File: config.mk
export PLATFORM = sky130hd
export DESIGN_NAME = emib_flash_arbiter
export DESIGN_NICKNAME = d
export VERILOG_FILES = /design/src/rtl/emib_flash_arbiter.sv
export SDC_FILE = /design/constraint.sdc
export NUM_CORES = 1
export LEC_CHECK = 0
export ABC_CLOCK_PERIOD_IN_PS = 2600
export BUFFER_PORTS_ARGS = -buffer_cell sky130_fd_sc_hd__clkbuf_2
export CAP_MARGIN = 20
export CORE_UTILIZATION = 48
export DETAILED_ROUTE_END_ITERATION = 8
export GPL_TIMING_DRIVEN = 0
export PLACE_DENSITY_LB_ADDON = 0.3
export SKIP_LAST_GASP = 1
export SYNTH_ARGS = -nofsm -noshare
export SYNTH_HDL_FRONTEND = slang
export SYNTH_SLANG_ARGS = --single-unit
File: constraint.sdc
create_clock -name i_clk -period 2.6 [get_ports i_clk]
set_input_delay 0.52 -clock i_clk [delete_from_list [all_inputs] [get_ports i_clk]]
set_output_delay 0.52 -clock i_clk [all_outputs]
set_load 0.02 [all_outputs]
File: src/rtl/emib_flash_arbiter.sv
// emib_flash_arbiter: shares the EMIB flash controller between the boot-load and save requesters.
// Revision: 1.0 - initial release
`default_nettype none

module emib_flash_arbiter #(
  parameter int                ADDR_W  = 16,
  parameter logic [ADDR_W-1:0] RD_ADDR = 16'h0000,
  parameter logic [ADDR_W-1:0] RD_LEN  = 16'h0B00,
  parameter int                TMO_W   = 20,
  parameter logic [TMO_W-1:0]  TMO_CYC = 20'hFFFFF
) (
  input  logic              i_clk,
  input  logic              i_rst,
  input  logic              i_rd_irq,
  output logic              o_rd_en,
  output logic              o_rd_done,
  input  logic              i_wr_irq,
  input  logic [ADDR_W-1:0] i_wr_offset,
  input  logic [ADDR_W-1:0] i_wr_len,
  output logic              o_wr_en,
  output logic              o_wr_done,
  output logic              o_flash_start,
  output logic              o_flash_op,
  output logic [ADDR_W-1:0] o_flash_addr,
  output logic [ADDR_W-1:0] o_flash_len,
  output logic              o_flash_abort,
  input  logic              i_flash_done,
  output logic              o_busy,
  output logic              o_timeout,
  output logic              o_boot_ok,
  output logic              o_boot_fail
);

  typedef enum logic [1:0] {
    ST_IDLE  = 2'd0,
    ST_START = 2'd1,
    ST_WAIT  = 2'd2
  } state_t;

  localparam logic [TMO_W-1:0] TMO_ONE  = {{(TMO_W-1){1'b0}}, 1'b1};
  localparam logic [TMO_W-1:0] TMO_LAST = TMO_CYC - TMO_ONE;

  state_t            state_q, state_d;
  logic              op_q, op_d;
  logic [ADDR_W-1:0] addr_q, addr_d;
  logic [ADDR_W-1:0] len_q, len_d;
  logic [TMO_W-1:0]  cnt_q, cnt_d;
  logic              rd_armed_q, rd_armed_d;
  logic              wr_armed_q, wr_armed_d;
  logic              start_q, start_d;
  logic              rd_en_q, rd_en_d;
  logic              wr_en_q, wr_en_d;
  logic              rd_done_q, rd_done_d;
  logic              wr_done_q, wr_done_d;
  logic              abort_q, abort_d;
  logic              busy_q, busy_d;
  logic              boot_ok_q, boot_ok_d;
  logic              boot_fail_q, boot_fail_d;
  logic              rd_elig, wr_elig;

  // Saves are held off until the boot load has resolved one way or the other.
  assign rd_elig = i_rd_irq & rd_armed_q;
  assign wr_elig = i_wr_irq & wr_armed_q & (boot_ok_q | boot_fail_q);

  always_comb begin
    state_d     = state_q;
    op_d        = op_q;
    addr_d      = addr_q;
    len_d       = len_q;
    cnt_d       = cnt_q;
    rd_armed_d  = rd_armed_q | ~i_rd_irq;
    wr_armed_d  = wr_armed_q | ~i_wr_irq;
    start_d     = 1'b0;
    rd_en_d     = 1'b0;
    wr_en_d     = 1'b0;
    rd_done_d   = 1'b0;
    wr_done_d   = 1'b0;
    abort_d     = 1'b0;
    boot_ok_d   = boot_ok_q;
    boot_fail_d = boot_fail_q;

    case (state_q)
      ST_IDLE: begin
        if (rd_elig) begin
          state_d    = ST_START;
          op_d       = 1'b0;
          addr_d     = RD_ADDR;
          len_d      = RD_LEN;
          start_d    = 1'b1;
          rd_en_d    = 1'b1;
          rd_armed_d = 1'b0;
        end else if (wr_elig) begin
          state_d    = ST_START;
          op_d       = 1'b1;
          addr_d     = i_wr_offset;
          len_d      = i_wr_len;
          start_d    = 1'b1;
          wr_en_d    = 1'b1;
          wr_armed_d = 1'b0;
        end
      end
      ST_START: begin
        cnt_d   = '0;
        state_d = ST_WAIT;
      end
      ST_WAIT: begin
        cnt_d = cnt_q + TMO_ONE;
        // Completion takes precedence over an expiry landing in the same cycle.
        if (i_flash_done) begin
          state_d = ST_IDLE;
          if (op_q) begin
            wr_done_d = 1'b1;
          end else begin
            rd_done_d = 1'b1;
            boot_ok_d = 1'b1;
          end
        end else if (cnt_q == TMO_LAST) begin
          state_d = ST_IDLE;
          abort_d = 1'b1;
          if (!op_q) begin
            boot_fail_d = 1'b1;
          end
        end
      end
      default: state_d = ST_IDLE;
    endcase

    busy_d = (state_d != ST_IDLE);
  end

  always_ff @(posedge i_clk or posedge i_rst) begin
    if (i_rst) begin
      state_q     <= ST_IDLE;
      op_q        <= 1'b0;
      addr_q      <= '0;
      len_q       <= '0;
      cnt_q       <= '0;
      rd_armed_q  <= 1'b1;
      wr_armed_q  <= 1'b1;
      start_q     <= 1'b0;
      rd_en_q     <= 1'b0;
      wr_en_q     <= 1'b0;
      rd_done_q   <= 1'b0;
      wr_done_q   <= 1'b0;
      abort_q     <= 1'b0;
      busy_q      <= 1'b0;
      boot_ok_q   <= 1'b0;
      boot_fail_q <= 1'b0;
    end else begin
      state_q     <= state_d;
      op_q        <= op_d;
      addr_q      <= addr_d;
      len_q       <= len_d;
      cnt_q       <= cnt_d;
      rd_armed_q  <= rd_armed_d;
      wr_armed_q  <= wr_armed_d;
      start_q     <= start_d;
      rd_en_q     <= rd_en_d;
      wr_en_q     <= wr_en_d;
      rd_done_q   <= rd_done_d;
      wr_done_q   <= wr_done_d;
      abort_q     <= abort_d;
      busy_q      <= busy_d;
      boot_ok_q   <= boot_ok_d;
      boot_fail_q <= boot_fail_d;
    end
  end

  assign o_rd_en       = rd_en_q;
  assign o_rd_done     = rd_done_q;
  assign o_wr_en       = wr_en_q;
  assign o_wr_done     = wr_done_q;
  assign o_flash_start = start_q;
  assign o_flash_op    = op_q;
  assign o_flash_addr  = addr_q;
  assign o_flash_len   = len_q;
  assign o_flash_abort = abort_q;
  assign o_busy        = busy_q;
  assign o_timeout     = abort_q;
  assign o_boot_ok     = boot_ok_q;
  assign o_boot_fail   = boot_fail_q;

endmodule

`default_nettype wire
==> metrics.txt <==
# TYPE chip_impl_metric gauge
chip_impl_metric{name="post_route_cells_drive_above_1_share",unit=""} 0.309
chip_impl_metric{name="ir_worst_vdd",unit="mV"} 0.591
chip_impl_metric{name="yosysUniqueCellTypes",unit=""} 39
chip_impl_metric{name="setup_violations",unit=""} 0
chip_impl_metric{name="clk-insertion-delay-late",unit="ns"} 0.33
chip_impl_metric{name="route.detailed.drc",unit=""} 0
chip_impl_metric{name="syn_inst",unit=""} 247
chip_impl_metric{name="post-layout-total-power",unit="mW"} 3.73
chip_impl_info{name="clockRootBuffer",value="sky130_fd_sc_hd__clkbuf_8"} 1
chip_impl_metric{name="cts-buffers-inserted",unit=""} 9
chip_impl_metric{name="synth-edff-count",unit=""} 0
chip_impl_metric{name="synth_area",unit="sq mm"} 0.00277
chip_impl_metric{name="worst_relative_slew_slack",unit=""} 0.546
chip_impl_metric{name="cts-resized-gates",unit=""} 0
chip_impl_info{name="crit_slowest_cell",value="sky130_fd_sc_hd__or4_1"} 1
chip_impl_metric{name="area_delta_synth_final",unit="%"} 26.1
chip_impl_metric{name="grt.met2_usage",unit=""} 0.331
chip_impl_metric{name="postCtsSetupRepairBufs",unit=""} 0
chip_impl_metric{name="worst-path-buf-inv",unit=""} 3
chip_impl_info{name="cts_tree",value="built"} 1
chip_impl_metric{name="grt_pass1_wl",unit="um"} 9680
chip_impl_metric{name="max_cap_violations",unit=""} 0
chip_impl_metric{name="first_global_vias",unit=""} 2085
chip_impl_metric{name="syn-mean-instance-area",unit="sq um"} 11.2
chip_impl_metric{name="core",unit="sq mm"} 0.00554
chip_impl_metric{name="max_freq",unit="GHz"} 0.420
chip_impl_metric{name="io_pins",unit=""} 80
chip_impl_metric{name="cts.path.max_buffers",unit=""} 2
chip_impl_metric{name="synth.top_cell.area_share",unit=""} 0.578
chip_impl_metric{name="starting_density_of_the_core",unit=""} 0.500
chip_impl_metric{name="place_congestion",unit=""} 0.783
chip_impl_metric{name="postSynthRegisterBits",unit=""} 66
chip_impl_info{name="yosys.cell_count.top_type",value="sky130_fd_sc_hd__dfrtp_1"} 1
chip_impl_metric{name="p_leak",unit="nW"} 1.76
chip_impl_metric{name="cts_max_level",unit=""} 3
chip_impl_metric{name="core.rowCount",unit=""} 27
chip_impl_metric{name="post_cts_hold_buffer_count",unit=""} 0
chip_impl_metric{name="min_period_over_period",unit=""} 0.916
chip_impl_metric{name="grt_util_met1",unit=""} 0.281
chip_impl_info{name="path_common_cell",value="sky130_fd_sc_hd__buf_2"} 1
chip_impl_metric{name="worstRegToRegCells",unit=""} 8
chip_impl_metric{name="global_route.usage.total",unit=""} 0.211
chip_impl_metric{name="maximum_number_of_pins_on_one_net_before_global_route_repair",unit=""} 36
chip_impl_metric{name="globalRoute.totalOverflow",unit=""} 0
chip_impl_info{name="setup.worst_path.start_class",value="flop"} 1
chip_impl_metric{name="die_h",unit="um"} 78.0
chip_impl_metric{name="die-width",unit="um"} 78.0
chip_impl_info{name="worstHoldPathType",value="in -> async"} 1
chip_impl_metric{name="detail_route.vias_per_cell",unit=""} 5.26
chip_impl_metric{name="finish.cell_count_without_fillers",unit=""} 415
chip_impl_metric{name="clock-skew-final",unit="ns"} 0.00994
chip_impl_metric{name="yosysWarningCount",unit=""} 0
chip_impl_metric{name="nNetsFinal",unit=""} 381
chip_impl_metric{name="clock_sinks",unit=""} 66
chip_impl_metric{name="clkTransAtPathRegs",unit="ns"} 0.08
chip_impl_metric{name="worstMarginPinSlew",unit="ns"} 0.681
chip_impl_metric{name="report.final.hold_viol_count",unit=""} 0
chip_impl_metric{name="synth-async-reset-ratio",unit=""} 1.00
chip_impl_metric{name="seq_area_frac_synth",unit=""} 0.597
chip_impl_info{name="timing_worst_setup_path_type",value="reg -> reg"} 1
chip_impl_info{name="gr-max-usage-layer",value="met2"} 1
chip_impl_info{name="cpLargestDelayFamily",value="simple AND/OR/NAND/NOR gates"} 1
chip_impl_info{name="synthFlopType",value="sky130_fd_sc_hd__dfrtp_1"} 1
chip_impl_info{name="rsz0062_at_grt",value="false"} 1
chip_impl_metric{name="dp.cells",unit=""} 399
chip_impl_metric{name="critPathRequiredTime",unit="ns"} 2.86
chip_impl_metric{name="post-dp-hpwl",unit="um"} 4140
chip_impl_info{name="yosys-top-cells-area",value="sky130_fd_sc_hd__dfrtp_1 (58%), sky130_fd_sc_hd__a22o_1 (9.2%), sky130_fd_sc_hd__xnor2_1 (2.8%), sky130_fd_sc_hd__ha_1 (2.7%), sky130_fd_sc_hd__a21oi_1 (2.5%)"} 1
chip_impl_metric{name="finish.utilization",unit=""} 0.631
chip_impl_info{name="synth.top_cells.by_count",value="sky130_fd_sc_hd__dfrtp_1 (64), sky130_fd_sc_hd__a22o_1 (29), sky130_fd_sc_hd__inv_1 (18)"} 1
chip_impl_metric{name="final.min_clock_period",unit="ns"} 2.38
chip_impl_info{name="outcome",value="completed"} 1
chip_impl_metric{name="cp_slowest_stage_delay",unit="ns"} 0.46
chip_impl_info{name="worstPathCellList",value="inv_1, ha_1, buf_2, nand4_1, or4_1, buf_2, or3_1, a21oi_1"} 1
chip_impl_metric{name="area_of_the_die",unit="sq mm"} 0.00608
chip_impl_metric{name="mappedNetlistNets",unit=""} 290
chip_impl_metric{name="power-per-cell-area",unit="mW/mm^2"} 1070
chip_impl_info{name="worstSetupEndpointType",value="flop"} 1
chip_impl_metric{name="drt-pass1-iter-count",unit=""} 4
chip_impl_metric{name="cp_num_cells",unit=""} 8
chip_impl_metric{name="avgRoutedWirePerCell",unit="um"} 14.0
chip_impl_info{name="synthDominantAreaCellType",value="sky130_fd_sc_hd__dfrtp_1"} 1
chip_impl_metric{name="m3_gr_usage",unit=""} 0.0341
chip_impl_metric{name="final_antenna_diode_count",unit=""} 0
chip_impl_metric{name="critPathArrivalTime",unit="ns"} 2.64
chip_impl_metric{name="number_of_antenna_violations_at_the_first_check_in_global_routing",unit=""} 0
chip_impl_metric{name="slew_viol_final",unit=""} 0
chip_impl_metric{name="wl",unit="um"} 5800
chip_impl_metric{name="vias",unit=""} 2183
chip_impl_metric{name="detailedRoute.firstIterationViolations",unit=""} 139
chip_impl_metric{name="critical_path.max_fanout",unit=""} 10
chip_impl_metric{name="io_buffer_count",unit=""} 79
chip_impl_metric{name="route.antenna.remaining_nets",unit=""} 0
per-layer routing:
metal | part of all wire | up-vias | routed length, um
li1 | - | 1058 | -
met1 | 0.46 | 1064 | 2680
met2 | 0.49 | 53 | 2840
met3 | 0.032 | 8 | 183
met4 | 0.015 | 0 | 89
met5 | 0 | - | 0
state kept, by name (all words and copies together) (netlist names), 2 cells and up:
name,flops
o_flash_addr,16
o_flash_len,16
cnt_q,20
state_q,2
cell usage in the layout, fill, tap and decap left out, types with 2 or more instances in the layout:
cell,n
sky130_fd_sc_hd__a21o_1,2
sky130_fd_sc_hd__nand2_1,15
sky130_fd_sc_hd__nor3_1,5
sky130_fd_sc_hd__a22o_1,29
sky130_fd_sc_hd__nor4_1,5
sky130_fd_sc_hd__inv_1,17
sky130_fd_sc_hd__clkbuf_2,79
sky130_fd_sc_hd__buf_2,2
sky130_fd_sc_hd__a21oi_1,14
sky130_fd_sc_hd__xnor2_1,9
sky130_fd_sc_hd__o21ai_0,10
sky130_fd_sc_hd__bufinv_16,2
sky130_fd_sc_hd__mux2i_1,2
sky130_fd_sc_hd__nor2_1,17
sky130_fd_sc_hd__ha_1,6
sky130_fd_sc_hd__or3_1,6
sky130_fd_sc_hd__nand3_1,9
sky130_fd_sc_hd__clkbuf_8,9
sky130_fd_sc_hd__dfrtp_1,64
sky130_fd_sc_hd__clkbuf_1,10
sky130_fd_sc_hd__nand4_1,3
sky130_fd_sc_hd__dfstp_2,2
final timing paths:
| kind | startpoint | end | slack, ns |
|---|---|---|---|
| min in group i_clk | i_wr_irq | wr_armed_q$_DFF_PP1_ | 0.37 |
| hold reg to reg | wr_armed_q$_DFF_PP1_ | wr_armed_q$_DFF_PP1_ | 0.48 |
| max in group asynchronous | i_rst | wr_armed_q$_DFF_PP1_ | 1.64 |
| setup reg to reg | state_q[0]$_DFF_PP0_ | cnt_q[15]$_DFFE_PP0P_ | 0.22 |
| hold / removal | i_rst | o_flash_len[4]$_DFFE_PP0P_ | 0.27 |
| setup / recovery | state_q[0]$_DFF_PP0_ | cnt_q[15]$_DFFE_PP0P_ | 0.22 |
cell type report:
cell class / count / area [sq um]
fill: 471 / 2050
inverter: 18 / 67.6
timing repair buffer: 80 / 415
buffer: 12 / 51.3
clock inverter: 6 / 90.1
sequential: 66 / 1650
tap: 72 / 90.1
clock buffer: 10 / 128
multi-input combinational: 151 / 997
report_power, final:
group	internal, mW	switching (mW)	total (mW)
Clock	0.544	0.392	0.935
Sequential	1.31	0.169	1.48
Combinational	0.473	0.842	1.31
Total	2.32	1.40	3.73
through the flow:
| stage | cell area (sq um) | hold WS (ns) | setup slack, ns | setup TNS [ns] |
|---|---|---|---|---|
| after global routing | 3490 | 0.326 | 0.0906 | 0 |
| after CTS | 3490 | 0.269 | 0.224 | 0 |
| after global placement | 3260 | 0.457 | -0.287 | -18.20 |
| after detailed placement | 3280 | 0.463 | 0.255 | 0 |
| final | 3490 | 0.266 | 0.218 | 0 |
| after floorplan | 2770 | 0.449 | 0.429 | 0 |
logic make-up after synthesis:
kind of cell / Yosys count / synth area share
buf+inv: 30 / 0.0429
mux: 2 / 0.00723
flops: 66 / 0.597
compound gates: 63 / 0.164
xor+xnor: 9 / 0.0285
simple gates: 71 / 0.134
fa+ha+maj: 6 / 0.0271
No activity file was read; power rests on OpenSTA's default activity.
